## src/rtl/lwe_pkg.sv

```systemverilog
// Shared LWE constants, FSM state encoding and ciphertext-pair type.
// Used by both the encrypt and decrypt blocks.
package lwe_pkg;
  localparam int LWE_PT_WIDTH   = 6;
  localparam int LWE_PT_MODULUS = 64;
  localparam int LWE_CT_WIDTH   = 10;
  localparam int LWE_CT_MODULUS = 1024;
  localparam int LWE_DIMENSION  = 1;
  localparam int LWE_BIG_N      = 30;

  typedef enum logic [1:0] {
    ST_IDLE  = 2'd0,
    ST_ACCUM = 2'd1,
    ST_DONE  = 2'd2
  } state_t;

  typedef struct packed {
    logic [LWE_CT_WIDTH-1:0] top;
    logic [LWE_CT_WIDTH-1:0] bot;
  } ct_pair_t;
endpackage

```

## src/rtl/encrypt_if.sv

```systemverilog
// Plaintext, public-key row and ciphertext channels of the encryptor.
// Every channel: a transfer happens on a rising edge where valid && ready; valid
// is held with stable payload until then, and ready never depends on valid.
interface encrypt_if
  import lwe_pkg::*;
#(
  parameter int PW = LWE_PT_WIDTH,
  parameter int CW = LWE_CT_WIDTH
);
  logic          pt_valid;
  logic          pt_ready;
  logic [PW-1:0] plaintext;
  logic          pk_valid;
  logic          pk_ready;
  logic [CW-1:0] pk_a;
  logic [CW-1:0] pk_b;
  logic          pk_r;
  logic          ct_valid;
  logic          ct_ready;
  logic [CW-1:0] ct_top;
  logic [CW-1:0] ct_bot;

  modport master (
    output pt_valid, plaintext, pk_valid, pk_a, pk_b, pk_r, ct_ready,
    input  pt_ready, pk_ready, ct_valid, ct_top, ct_bot
  );

  modport slave (
    input  pt_valid, plaintext, pk_valid, pk_a, pk_b, pk_r, ct_ready,
    output pt_ready, pk_ready, ct_valid, ct_top, ct_bot
  );
endinterface

```

## src/rtl/lwe_mod_accum.sv

```systemverilog
// Gated modular accumulator: load has priority over add; sums wrap mod 2^W.
module lwe_mod_accum #(
  parameter int W = 10
) (
  input  logic         clk,
  input  logic         rst,
  input  logic         i_load,
  input  logic [W-1:0] i_load_val,
  input  logic         i_add_en,
  input  logic [W-1:0] i_add_val,
  output logic [W-1:0] o_acc
);
  logic [W-1:0] r_acc;

  always_ff @(posedge clk) begin
    if (rst)           r_acc <= '0;
    else if (i_load)   r_acc <= i_load_val;
    else if (i_add_en) r_acc <= r_acc + i_add_val;
  end

  assign o_acc = r_acc;
endmodule

```

## src/rtl/encrypt.sv

```systemverilog
// Sequential LWE encryptor: takes a plaintext, folds BIG_N selected key rows into
// (ct_top, ct_bot) mod q and holds the pair until the consumer takes it.
module encrypt
  import lwe_pkg::*;
#(
  parameter int PLAINTEXT_MODULUS  = LWE_PT_MODULUS,
  parameter int PLAINTEXT_WIDTH    = LWE_PT_WIDTH,
  parameter int DIMENSION          = LWE_DIMENSION,
  parameter int CIPHERTEXT_MODULUS = LWE_CT_MODULUS,
  parameter int CIPHERTEXT_WIDTH   = LWE_CT_WIDTH,
  parameter int BIG_N              = LWE_BIG_N
) (
  input  logic            clk,
  input  logic            rst,
  encrypt_if.slave        bus,
  output state_t          o_dbg_state
);
  localparam int CNT_W = $clog2(BIG_N + 1);
  localparam logic [CNT_W-1:0] LAST_ROW = CNT_W'(BIG_N - 1);

  generate
    if (DIMENSION != 1) begin : g_bad_dimension
      $error("encrypt: only DIMENSION == 1 is supported");
    end
    if (BIG_N < 1) begin : g_bad_big_n
      $error("encrypt: BIG_N must be at least 1");
    end
    if (PLAINTEXT_MODULUS != (1 << PLAINTEXT_WIDTH)) begin : g_bad_pt_mod
      $error("encrypt: PLAINTEXT_MODULUS must be 2**PLAINTEXT_WIDTH");
    end
    if (CIPHERTEXT_MODULUS != (1 << CIPHERTEXT_WIDTH)) begin : g_bad_ct_mod
      $error("encrypt: CIPHERTEXT_MODULUS must be 2**CIPHERTEXT_WIDTH");
    end
  endgenerate

  state_t                r_state;
  state_t                w_next;
  logic [CNT_W-1:0]      r_row_cnt;
  logic                  w_pt_fire;
  logic                  w_pk_fire;
  logic                  w_ct_fire;
  logic                  w_last_row;
  logic [CIPHERTEXT_WIDTH-1:0] w_pt_ext;
  logic [CIPHERTEXT_WIDTH-1:0] w_top_acc;
  logic [CIPHERTEXT_WIDTH-1:0] w_bot_acc;

  // Handshakes qualify only on registered state, so no input reaches an output.
  assign w_pt_fire  = bus.pt_valid && (r_state == ST_IDLE);
  assign w_pk_fire  = bus.pk_valid && (r_state == ST_ACCUM);
  assign w_ct_fire  = bus.ct_ready && (r_state == ST_DONE);
  assign w_last_row = (r_row_cnt == LAST_ROW);
  assign w_pt_ext   = CIPHERTEXT_WIDTH'(bus.plaintext);

  always_ff @(posedge clk) begin
    if (rst) r_state <= ST_IDLE;
    else     r_state <= w_next;
  end

  always_comb begin
    w_next       = r_state;
    bus.pt_ready = 1'b0;
    bus.pk_ready = 1'b0;
    bus.ct_valid = 1'b0;
    case (r_state)
      ST_IDLE: begin
        bus.pt_ready = 1'b1;
        if (w_pt_fire) w_next = ST_ACCUM;
      end
      ST_ACCUM: begin
        bus.pk_ready = 1'b1;
        if (w_pk_fire && w_last_row) w_next = ST_DONE;
      end
      ST_DONE: begin
        bus.ct_valid = 1'b1;
        if (w_ct_fire) w_next = ST_IDLE;
      end
      default: w_next = ST_IDLE;
    endcase
  end

  // Counter wraps to 0 on the final row so it never exceeds BIG_N-1.
  always_ff @(posedge clk) begin
    if (rst)            r_row_cnt <= '0;
    else if (w_pt_fire) r_row_cnt <= '0;
    else if (w_pk_fire) r_row_cnt <= w_last_row ? '0 : r_row_cnt + 1'b1;
  end

  lwe_mod_accum #(.W(CIPHERTEXT_WIDTH)) u_top_acc (
    .clk        (clk),
    .rst        (rst),
    .i_load     (w_pt_fire),
    .i_load_val (w_pt_ext),
    .i_add_en   (w_pk_fire && bus.pk_r),
    .i_add_val  (bus.pk_b),
    .o_acc      (w_top_acc)
  );

  lwe_mod_accum #(.W(CIPHERTEXT_WIDTH)) u_bot_acc (
    .clk        (clk),
    .rst        (rst),
    .i_load     (w_pt_fire),
    .i_load_val ('0),
    .i_add_en   (w_pk_fire && bus.pk_r),
    .i_add_val  (bus.pk_a),
    .o_acc      (w_bot_acc)
  );

  assign bus.ct_top  = w_top_acc;
  assign bus.ct_bot  = w_bot_acc;
  assign o_dbg_state = r_state;
endmodule

```

## src/flat_wrapper.sv

```systemverilog
// flat-port wrapper written by rule: the top's interface ports become plain ports
module encrypt_flat import lwe_pkg::*;
#(
  parameter int PLAINTEXT_MODULUS  = LWE_PT_MODULUS,
  parameter int PLAINTEXT_WIDTH    = LWE_PT_WIDTH,
  parameter int DIMENSION          = LWE_DIMENSION,
  parameter int CIPHERTEXT_MODULUS = LWE_CT_MODULUS,
  parameter int CIPHERTEXT_WIDTH   = LWE_CT_WIDTH,
  parameter int BIG_N              = LWE_BIG_N
)
  (clk, rst, o_dbg_state, bus_pt_valid, bus_plaintext, bus_pk_valid, bus_pk_a, bus_pk_b, bus_pk_r, bus_ct_ready, bus_pt_ready, bus_pk_ready, bus_ct_valid, bus_ct_top, bus_ct_bot);
  encrypt_if bus_i ();
  input  logic clk;
  input  logic rst;
  output state_t o_dbg_state;
  input wire logic [$bits(bus_i.pt_valid)-1:0] bus_pt_valid;
  input wire logic [$bits(bus_i.plaintext)-1:0] bus_plaintext;
  input wire logic [$bits(bus_i.pk_valid)-1:0] bus_pk_valid;
  input wire logic [$bits(bus_i.pk_a)-1:0] bus_pk_a;
  input wire logic [$bits(bus_i.pk_b)-1:0] bus_pk_b;
  input wire logic [$bits(bus_i.pk_r)-1:0] bus_pk_r;
  input wire logic [$bits(bus_i.ct_ready)-1:0] bus_ct_ready;
  output wire logic [$bits(bus_i.pt_ready)-1:0] bus_pt_ready;
  output wire logic [$bits(bus_i.pk_ready)-1:0] bus_pk_ready;
  output wire logic [$bits(bus_i.ct_valid)-1:0] bus_ct_valid;
  output wire logic [$bits(bus_i.ct_top)-1:0] bus_ct_top;
  output wire logic [$bits(bus_i.ct_bot)-1:0] bus_ct_bot;
  assign bus_i.pt_valid = bus_pt_valid;
  assign bus_i.plaintext = bus_plaintext;
  assign bus_i.pk_valid = bus_pk_valid;
  assign bus_i.pk_a = bus_pk_a;
  assign bus_i.pk_b = bus_pk_b;
  assign bus_i.pk_r = bus_pk_r;
  assign bus_i.ct_ready = bus_ct_ready;
  assign bus_pt_ready = bus_i.pt_ready;
  assign bus_pk_ready = bus_i.pk_ready;
  assign bus_ct_valid = bus_i.ct_valid;
  assign bus_ct_top = bus_i.ct_top;
  assign bus_ct_bot = bus_i.ct_bot;
  encrypt #(.PLAINTEXT_MODULUS(PLAINTEXT_MODULUS), .PLAINTEXT_WIDTH(PLAINTEXT_WIDTH), .DIMENSION(DIMENSION), .CIPHERTEXT_MODULUS(CIPHERTEXT_MODULUS), .CIPHERTEXT_WIDTH(CIPHERTEXT_WIDTH), .BIG_N(BIG_N)) u_core (.clk(clk), .rst(rst), .bus(bus_i), .o_dbg_state(o_dbg_state));
endmodule
```

## config.mk

```make
export PLATFORM = sky130hd
export DESIGN_NAME = encrypt_flat
export DESIGN_NICKNAME = d
export VERILOG_FILES = /design/src/rtl/lwe_pkg.sv /design/src/rtl/encrypt_if.sv /design/src/rtl/lwe_mod_accum.sv /design/src/rtl/encrypt.sv /design/src/flat_wrapper.sv
export SDC_FILE = /design/constraint.sdc
export NUM_CORES = 1
export LEC_CHECK = 0
export ABC_AREA = 1
export CORE_UTILIZATION = 53
export DETAILED_ROUTE_END_ITERATION = 7
export HOLD_SLACK_MARGIN = 0.05
export PLACE_DENSITY = 0.86
export SLEW_MARGIN = 5
export SYNTH_ARGS = -nofsm -noshare
export SYNTH_HDL_FRONTEND = slang
export SYNTH_HIERARCHICAL = 1
export SYNTH_SLANG_ARGS = --single-unit
export TNS_END_PERCENT = 30
```

## constraint.sdc

```tcl
create_clock -name clk -period 2.69 [get_ports clk]
set_input_delay 0.538 -clock clk [delete_from_list [all_inputs] [get_ports clk]]
set_output_delay 0.538 -clock clk [all_outputs]
set_load 0.02 [all_outputs]
```

# Word-level counts from Yosys, hierarchy flattened
# Cells that the tools add are included.
# op_classes
eq_ne	6
addsub	3
muxes	10
n_reduce_logical	9
# ops
operator	count
10-bit adder	2
6-bit two-way mux	2
2-bit two-way mux	3
2-bit case mux with 3 select lines	1
5-bit by 1-bit adder with 5-bit output, second input constant	1
5-bit == test, second input constant	1
1-bit logical AND	5
5-bit two-way mux	1
2-bit inequality test, second input constant	2
1-bit two-way mux	3
3-bit AND reduction	1
2-bit by 1-bit == test with 1-bit output, second input constant	1
2-bit == test, second input constant	1
2-bit logical NOT	1
2-bit by 1-bit inequality test with 1-bit output, second input constant	1
2-bit nonzero test	1
2-bit OR reduction	1
# word_totals
input_bits	32
reg_bits	27
elab_cells	33

# Longest topological paths before layout
# Gate-level depths: netlist of run 1.
# logic_depth
ltp_word	5
mapped_depth	10
ltp_nobuf	10

# Cells and area by module
# The synthesis of run 1 kept the hierarchy.
# by_module_without_submodules
module	area_per_inst_um2	seq_area_each_um2	cells_each	instances
lwe_mod_accum	892.1	200.2	131	2
encrypt	412.9	140.1	58	1

# Least setup slack after synthesis of run 1
# OpenSTA, ideal clock, no wires.
# synth_path
path_kind	input port to flip-flop
start	input bus_pk_a[0]
end	register u_core.u_bot_acc.r_acc[8] (netlist: u_core/u_bot_acc/o_acc[8])
n_path_buf	0
required_ns	2.555
arrival_ns	1.619
slack_ns	0.936
setup_time_ns	0.135
stages	8
cell_sequence	ha_1 fa_1 nand3_1 nand3_1 nand2_1 nand3_1 nand3_1 a21oi_1
# synth_between
elab_chain_len	1
# synth_rtl
element	line_no	rtl
start: declaration	flat_wrapper.sv:19	input wire logic [$bits(bus_i.pk_a)-1:0] bus_pk_a;
10-bit adder	lwe_mod_accum.sv:18	else if (i_add_en) r_acc <= r_acc + i_add_val;
end signal: assignment	lwe_mod_accum.sv:17	else if (i_load) r_acc <= i_load_val;
end signal: assignment	lwe_mod_accum.sv:18	
end: declaration	lwe_mod_accum.sv:13	logic [W-1:0] r_acc;
# No other way between the ends.
# A chain may end at the register's enable or synchronous reset.

# Final worst setup path of run 1
# layout_path
start	register u_core.r_state[0] (netlist: u_core/o_dbg_state[0])
end	output bus_pk_ready
# layout_between
elab_chain_len	2
# layout_rtl
element	line_no	rtl
start: declaration	encrypt.sv:36	state_t r_state;
start signal: assignment	encrypt.sv:56	else r_state <= w_next;
2-bit by 1-bit == test with 1-bit output	encrypt.sv:64	case (r_state)
1-bit two-way mux	encrypt.sv:64	
end: declaration	flat_wrapper.sv:24	output wire logic [$bits(bus_i.pk_ready)-1:0] bus_pk_ready;
# No other way between the ends.

==> results of run 1 <==
==> critical path: stages, from the launching register on <==
cell and delay, ns:
dfxtp_1 0.46, inv_1 0.06, nor2_1 0.14, clkdlybuf4s50_1 0.63
==> registers in the layout (all words and copies together), names as in the netlist <==
| name | count |
|---|---|
| u_core/o_dbg_state | 2 |
| u_core/r_row_cnt | 5 |
| u_core/u_bot_acc/o_acc | 10 |
| u_core/u_top_acc/o_acc | 10 |
==> cell families after synthesis <==
family,Yosys count,synth area share
xor+xnor,3,0.0120
compound gates,67,0.194
other cells,1,0.00171
fa+ha+maj,22,0.132
buf+inv,46,0.0797
flops,27,0.246
simple gates,154,0.334
==> cell usage in the layout, fill, tap and decap left out, drive strengths merged <==
cell	instances
or2	3
conb	14
nor3	2
nor2	30
clkbuf	3
clkinv	1
o21ai	11
nand3	29
a31o	4
fa	2
dfxtp	27
xnor2	2
inv	42
nand4	8
nand2	80
a21oi	34
buf	3
nand3b	2
xor2	1
o21a	2
ha	20
a22oi	14
clkdlybuf4s50	56
a31oi	2
==> worst paths after layout <==
path	to	slack, ns	from	depth (start not counted)
setup / recovery	bus_pk_ready	0.58	u_core/o_dbg_state[0]	3
hold / removal	u_core/r_row_cnt[4]	0.50	u_core/r_row_cnt[4]	2
hold reg to reg	u_core/r_row_cnt[4]	0.50	u_core/r_row_cnt[4]	2
setup reg to reg	u_core/u_top_acc/o_acc[4]	0.98	u_core/o_dbg_state[0]	8
==> power breakdown <==
group	internal, mW	switching [mW]	leakage, nW
clock network	0.104	0.139	0.0255
registers	0.424	0.0222	0.221
logic	0.186	0.224	1.07
==> cell usage after synthesis <==
cell type	count	share of area
a21oi_1	25	0.057
a21oi_2	9	0.036
a22oi_1	14	0.048
a31o_1	4	0.016
a31oi_1	2	0.0057
buf_2	2	0.0046
clkbuf_1	2	0.0034
conb_1	1	0.0017
dfxtp_1	27	0.25
fa_1	2	0.018
ha_1	20	0.11
inv_1	38	0.065
inv_2	4	0.0068
nand2_1	75	0.13
nand2_2	5	0.014
nand3_1	26	0.059
nand3_2	2	0.0091
nand3_4	1	0.0080
nand3b_1	2	0.0068
nand4_1	8	0.023
nor2_1	21	0.036
nor2_2	6	0.017
nor2_4	3	0.015
nor3_1	1	0.0023
nor3_2	1	0.0046
o21a_1	2	0.0068
o21ai_0	5	0.011
o21ai_1	6	0.014
or2_1	1	0.0028
or2_4	2	0.0080
xnor2_1	2	0.0080
xor2_1	1	0.0040
==> per-stage QoR <==
step | instance area (sq um) | power (mW) | util
floorplan | 2250 | 0.713 | -
global placement | 2870 | 0.856 | 0.718
detailed placement | 2870 | 0.862 | 0.718
CTS | 2920 | 1.11 | 0.730
global route | 2920 | 1.17 | 0.730
finish | 2920 | 1.10 | 0.730
==> routing by layer <==
layer	GRT usage	vias to the layer above
met5	0	-
met4	0.0612	0
met3	0.0310	4
met2	0.423	56
met1	0.337	1047
li1	-	1210
==> layout make-up <==
type                    instances  area, sq um
flip-flops and latches         27          541
inverters                      42          158
repair buffers                 59          583
well taps                      50         62.6
fillers                       339         1080
clock buffers                   3         41.3
clock inverters                 1         5.00
multi-input cells             260         1530
==> metrics.md, run 1 <==
| Metric | Value |
|---|---|
| Die footprint | `about 4400 sq um` |
| Maximum clock path buffer count | `2` |
| Crit. End Element | `output port` |
| Setup Fix Bufs, Post-CTS | `0` |
| CTS Sinks | `27` |
| Final worst setup slack | `between 0.5 and 0.6 ns` |
| GRT overflow | `0` |
| DRT iter0 DRCs | `about 120` |
| Pre-CTS WS | `between 0.3 and 0.4 ns` |
| Via density | `between 5 and 6` |
| Initial Utilization | `0.549` |
| Pleak | `~1.3 nW` |
| Post-CTS Resized | `0` |
| Nets | `447` |
| Post-layout min period | `2.11 ns` |
| Worst setup SP type | `flop` |
| Number of global-route vias before repair | `approximately 2,100` |
| Root Driver | `clkbuf_8` |
| Clock slew at reported path FFs | `0.10 ns` |
| WS Path Type | `reg2out` |
| Req. time, crit path | `2.15 ns` |
| Layout cells sized above 1 | `0.102` |
| Die X | `~66 um` |
| Antenna Violating Nets Remaining | `0` |
| Met2 WL | `between 2000 and 2500 um` |
| Initial antenna violation count | `0` |
| Drt drc | `0` |
| Final hold vios | `0` |
| PwrDens | `between 300 and 400 nW/um^2` |
| M1 wire length | `between 2000 and 2500 um` |
| First-pass GRT wire length | `about 8700 um` |
| CP max FO | `5` |
| HPWL after DPL | `between 4000 and 5000 um` |
| Metal3 WL | `272 um` |
| Status | `finished clean` |
| Final worst path period share | `0.785` |
| PortBufs | `56` |
| Drt wl/cell | `between 10 and 15 um` |
| CORE AREA | `4000 sq um` |
| # rows | `23` |
| Worst-Skew Late Latency | `0.27 ns` |
| Non-filler cells, final | `between 400 and 500` |
| Max Cap Violations | `0` |
| Syn. warnings | `6` |
| TNS Setup | `0 ns` |
| Die height | `66.4 um` |
| Post-Syn Area per Cell | `6.87 sq um` |
| CTS tree | `done` |
| Min Hold Slack | `0.499 ns` |
| Gr usage total | `0.251` |
| CP arrival | `~1.6 ns` |
| Achievable Freq | `around 470 MHz` |
| H-tree depth | `1` |
| Total CTS buffers | `3` |
| Synthesized flop and latch total | `27` |
| Vias | `approximately 2,300` |
| Synth Cell Area | `between 2000 and 2500 sq um` |
| RSZ-0062 raised after global routing | `no` |
| Hold Path Class | `reg2reg` |
| IO Pins | `57` |
| GP Congestion | `~0.86` |
| Placed Cells | `around 440` |
| Detailed Route WL | `5160 um` |
| Worst Skew | `approximately 0.0014 ns` |
| Synth unique cells | `32` |
| Maximum VDD drop | `around 0.00024 V` |
| Max-slew violation count | `0` |
| Synth-to-layout area growth | `32.9%` |
| DR pass1 iterations | `4` |
| # diodes | `0` |
| Gate Count Post-Synth | `320` |
| Seq/Total Area, Yosys | `0.246` |
| CTS Hold Bufs | `0` |
| Final setup vio count | `0` |
| Uppermost layer routed | `met4` |
| Pin count of the biggest net entering global routing | `18` |
No activity file was read; power rests on OpenSTA's default activity.
==> run 2, diff against run 1 <==
--- a/config.mk
+++ b/config.mk
@@ -6,10 +6,10 @@
 export NUM_CORES = 1
 export LEC_CHECK = 0
 export ABC_AREA = 1
-export CORE_UTILIZATION = 53
+export CORE_UTILIZATION = 45
 export DETAILED_ROUTE_END_ITERATION = 7
 export HOLD_SLACK_MARGIN = 0.05
-export PLACE_DENSITY = 0.86
+export PLACE_DENSITY = 0.78
 export SLEW_MARGIN = 5
 export SYNTH_ARGS = -nofsm -noshare
 export SYNTH_HDL_FRONTEND = slang
==> constraint.sdc (replaced) <==
create_clock -name clk -period 1.9 [get_ports clk]
set_input_delay 0.38 -clock clk [delete_from_list [all_inputs] [get_ports clk]]
set_output_delay 0.38 -clock clk [all_outputs]
set_load 0.02 [all_outputs]
==> run 2 against run 1 <==
  * Global-route usage fell by 3.0 points
  * Clock-buffer cell count did not move
  * Final cell count rose by 7.9%
  * Combinational power grew 56%
  * Setup slack worse by 0.53 ns
  * Cell area up 6.6%
  * Register-to-register slack lost 0.74 ns
  * Power increased by 48%
  * Non-clock buffer count increased by 18
  * Die area grew 17%
  * Clock power is 47% higher
  * Utilization down 7.1 points
==> metrics.md, run 2 (synthesis gave the netlist of run 1 again) <==
| Metric | Value |
|---|---|
| PwrDens | `523 nW/um^2 (was 376 nW/um^2)` |
| Drt wl/cell | `11.3 um (was 11.7 um)` |
| Nets | `465 (was 447)` |
| Initial antenna violation count | `0 (unchanged)` |
| Worst path cell trace | `clkdlybuf4s50_1, ha_1, fa_2, nand3_1, nand3_1, nand2_1, nand2_1, nand2_1, nand3_1, a21oi_1 (was inv_1, nor2_1, clkdlybuf4s50_1)` |
| CORE AREA | `4720 sq um (was 4000 sq um)` |
| Pleak | `1.43 nW (was 1.32 nW)` |
| Worst setup SP type | `input pin (was flop)` |
| HPWL after DPL | `4300 um (was 4110 um)` |
| Gr usage total | `0.221 (was 0.251)` |
| FILL cells | `448 (was 339)` |
| Worst path bufs/invs | `1 (was 2)` |
| Seq pwr share | `0.388 (was 0.406)` |
| Total CTS buffers | `3 (unchanged)` |
| Maximum clock path buffer count | `2 (unchanged)` |
| DRT iter0 DRCs | `142 (was 122)` |
| Initial Utilization | `0.465 (was 0.549)` |
| CP top delay family | `adder cells (was buffers and inverters)` |
| Crit. End Element | `flop (was output port)` |
| Post-layout util | `0.659 (was 0.730)` |
| CP arrival | `2.07 ns (was 1.57 ns)` |
| Req. time, crit path | `2.12 ns (was 2.15 ns)` |
| Post-layout min period | `around 1.9 ns` |
| Die height | `71.9 um (was 66.4 um)` |
| CP max FO | `3 (was 5)` |
| WS Path Type | `in2reg (was reg2out)` |
| Commonest non-fill, non-tap cell in the layout | `nand2_1 (unchanged)` |
| IO Pins | `57 (unchanged)` |
| Synth-to-layout area growth | `41.7% (was 32.9%)` |
| Final worst path period share | `0.974` |
| Highest-count cells in the layout ignoring fill and taps | `nand2_1 (75), clkdlybuf4s50_1 (54), inv_1 (38) (was nand2_1 (75), clkdlybuf4s50_1 (56), inv_1 (38))` |
| Die X | `71.9 um (was 66.4 um)` |
| Die footprint | `5170 sq um (was 4410 sq um)` |
| R2R depth | `9 (was 8)` |
| Detailed Route WL | `5400 um (was 5160 um)` |
| First-pass GRT wire length | `9200 um (was 8740 um)` |
| Achievable Freq | `540 MHz` |
| Vias | `2,397 (was 2,317)` |
| Final setup vio count | `0 (unchanged)` |
| GRT overflow | `0 (unchanged)` |
| PortBufs | `56 (unchanged)` |
| H-tree depth | `1 (unchanged)` |
| # rows | `25 (was 23)` |
| Min Hold Slack | `0.508 ns (was 0.499 ns)` |
| Drt drc | `0 (unchanged)` |
| GP Congestion | `0.883 (was 0.863)` |
| Setup Fix Bufs, Post-CTS | `0 (unchanged)` |
| CTS Sinks | `27 (unchanged)` |
| Hold Path Class | `reg2reg (unchanged)` |
| Worst-Skew Late Latency | `0.28 ns (was 0.27 ns)` |
| Worst Skew | `0.0113 ns (was 0.00140 ns)` |
| Pin count of the biggest net entering global routing | `24 (was 18)` |
| DR pass1 iterations | `4 (unchanged)` |
| Number of global-route vias before repair | `2,169 (was 2,067)` |
| Status | `finished clean (unchanged)` |
| Maximum VDD drop | `0.000371 V (was 0.000244 V)` |
| RSZ-0062 raised after global routing | `no (unchanged)` |
| Layout cells sized above 1 | `0.149 (was 0.102)` |
| Max Cap Violations | `0 (unchanged)` |
| TNS Setup | `0 ns (unchanged)` |
| Int Power | `1.06 mW (was 0.714 mW)` |
| # diodes | `0 (unchanged)` |
| Max-slew violation count | `0 (unchanged)` |
| Switching Power | `0.566 mW (was 0.385 mW)` |
| Net Sw Frac | `0.348 (was 0.350)` |
| Worst path max stage delay | `0.42 ns (was 0.63 ns)` |
| Root Driver | `clkbuf_8 (unchanged)` |
| Antenna Violating Nets Remaining | `0 (unchanged)` |
| Clk network pwr share | `0.219 (was 0.221)` |
| Comb pwr share | `0.393 (was 0.373)` |
| Levels on crit path | `10 (was 3)` |
| CP max-delay cell | `clkdlybuf4s50_1 (unchanged)` |
| Final hold vios | `0 (unchanged)` |
| Via density | `5.03 (was 5.24)` |
| Clock slew at reported path FFs | `0.11 ns (was 0.10 ns)` |
| Total Power | `1.63 mW (was 1.10 mW)` |
| CTS tree | `done (unchanged)` |
| Hold Path Depth | `2 (unchanged)` |
==> run 2: final cells by class <==
| type | count | area (sq um) | area share |
|---|---|---|---|
| Tap cell | 67 | 83.8 | 0.0269 |
| Timing Repair Buffer | 77 | 744 | 0.239 |
| Clock inverter | 1 | 8.76 | 0.00281 |
| Multi-Input combinational cell | 260 | 1540 | 0.493 |
| Inverter | 42 | 158 | 0.0506 |
| Sequential cell | 27 | 542 | 0.174 |
| Clock buffer | 3 | 41.3 | 0.0133 |
==> run 2: per-layer routing <==
metal,share of wire,track usage
met1,0.47,0.270
met5,0,0
met3,0.046,0.0436
met4,0.011,0.0501
met2,0.47,0.398
==> run 2: worst register-to-register path: stages, from the launching register on <==
cell     delay, ns
dfxtp_1       0.34
ha_1          0.22
fa_2          0.36
nand3_1       0.09
nand3_1       0.11
nand2_1       0.11
nand2_1       0.07
nand2_1       0.07
nand3_1       0.08
a21oi_1       0.14
==> run 2: power by group through the flow <==
stage	combinational, mW	sequential [mW]	clock, mW
final	0.640	0.632	0.356
after global routing	0.703	0.638	0.404
after CTS	0.637	0.633	0.373
after detailed placement	0.634	0.645	0
after global placement	0.623	0.644	0
after floorplan	0.331	0.679	0
==> run 2: final timing paths <==
check | start | slack [ns] | end
min | u_core/r_row_cnt[4] | 0.51 | u_core/r_row_cnt[4]
min reg2reg | u_core/r_row_cnt[4] | 0.51 | u_core/r_row_cnt[4]
max | bus_pk_a[0] | 0.05 | u_core/u_bot_acc/o_acc[8]
max reg2reg | u_core/u_bot_acc/o_acc[0] | 0.24 | u_core/u_bot_acc/o_acc[8]
==> run 2: what timing repair did <==
action,4_1_cts,5_1_grt
endpoints found under the setup margin,2,4
hold buffers,0,0
pin swaps,0,0
gates resized for setup,2,3
==> run 2: through the flow <==
stage	instance area, sq um	worst slack [ns]	std cells
2_1_floorplan	2250	0.293	333
4_1_cts	3110	0.0166	477
5_1_grt	3110	0.00512	477
6_report	3110	0.0488	477
3_3_place_gp	3060	-0.149	473
3_5_place_dp	3060	-0.278	473
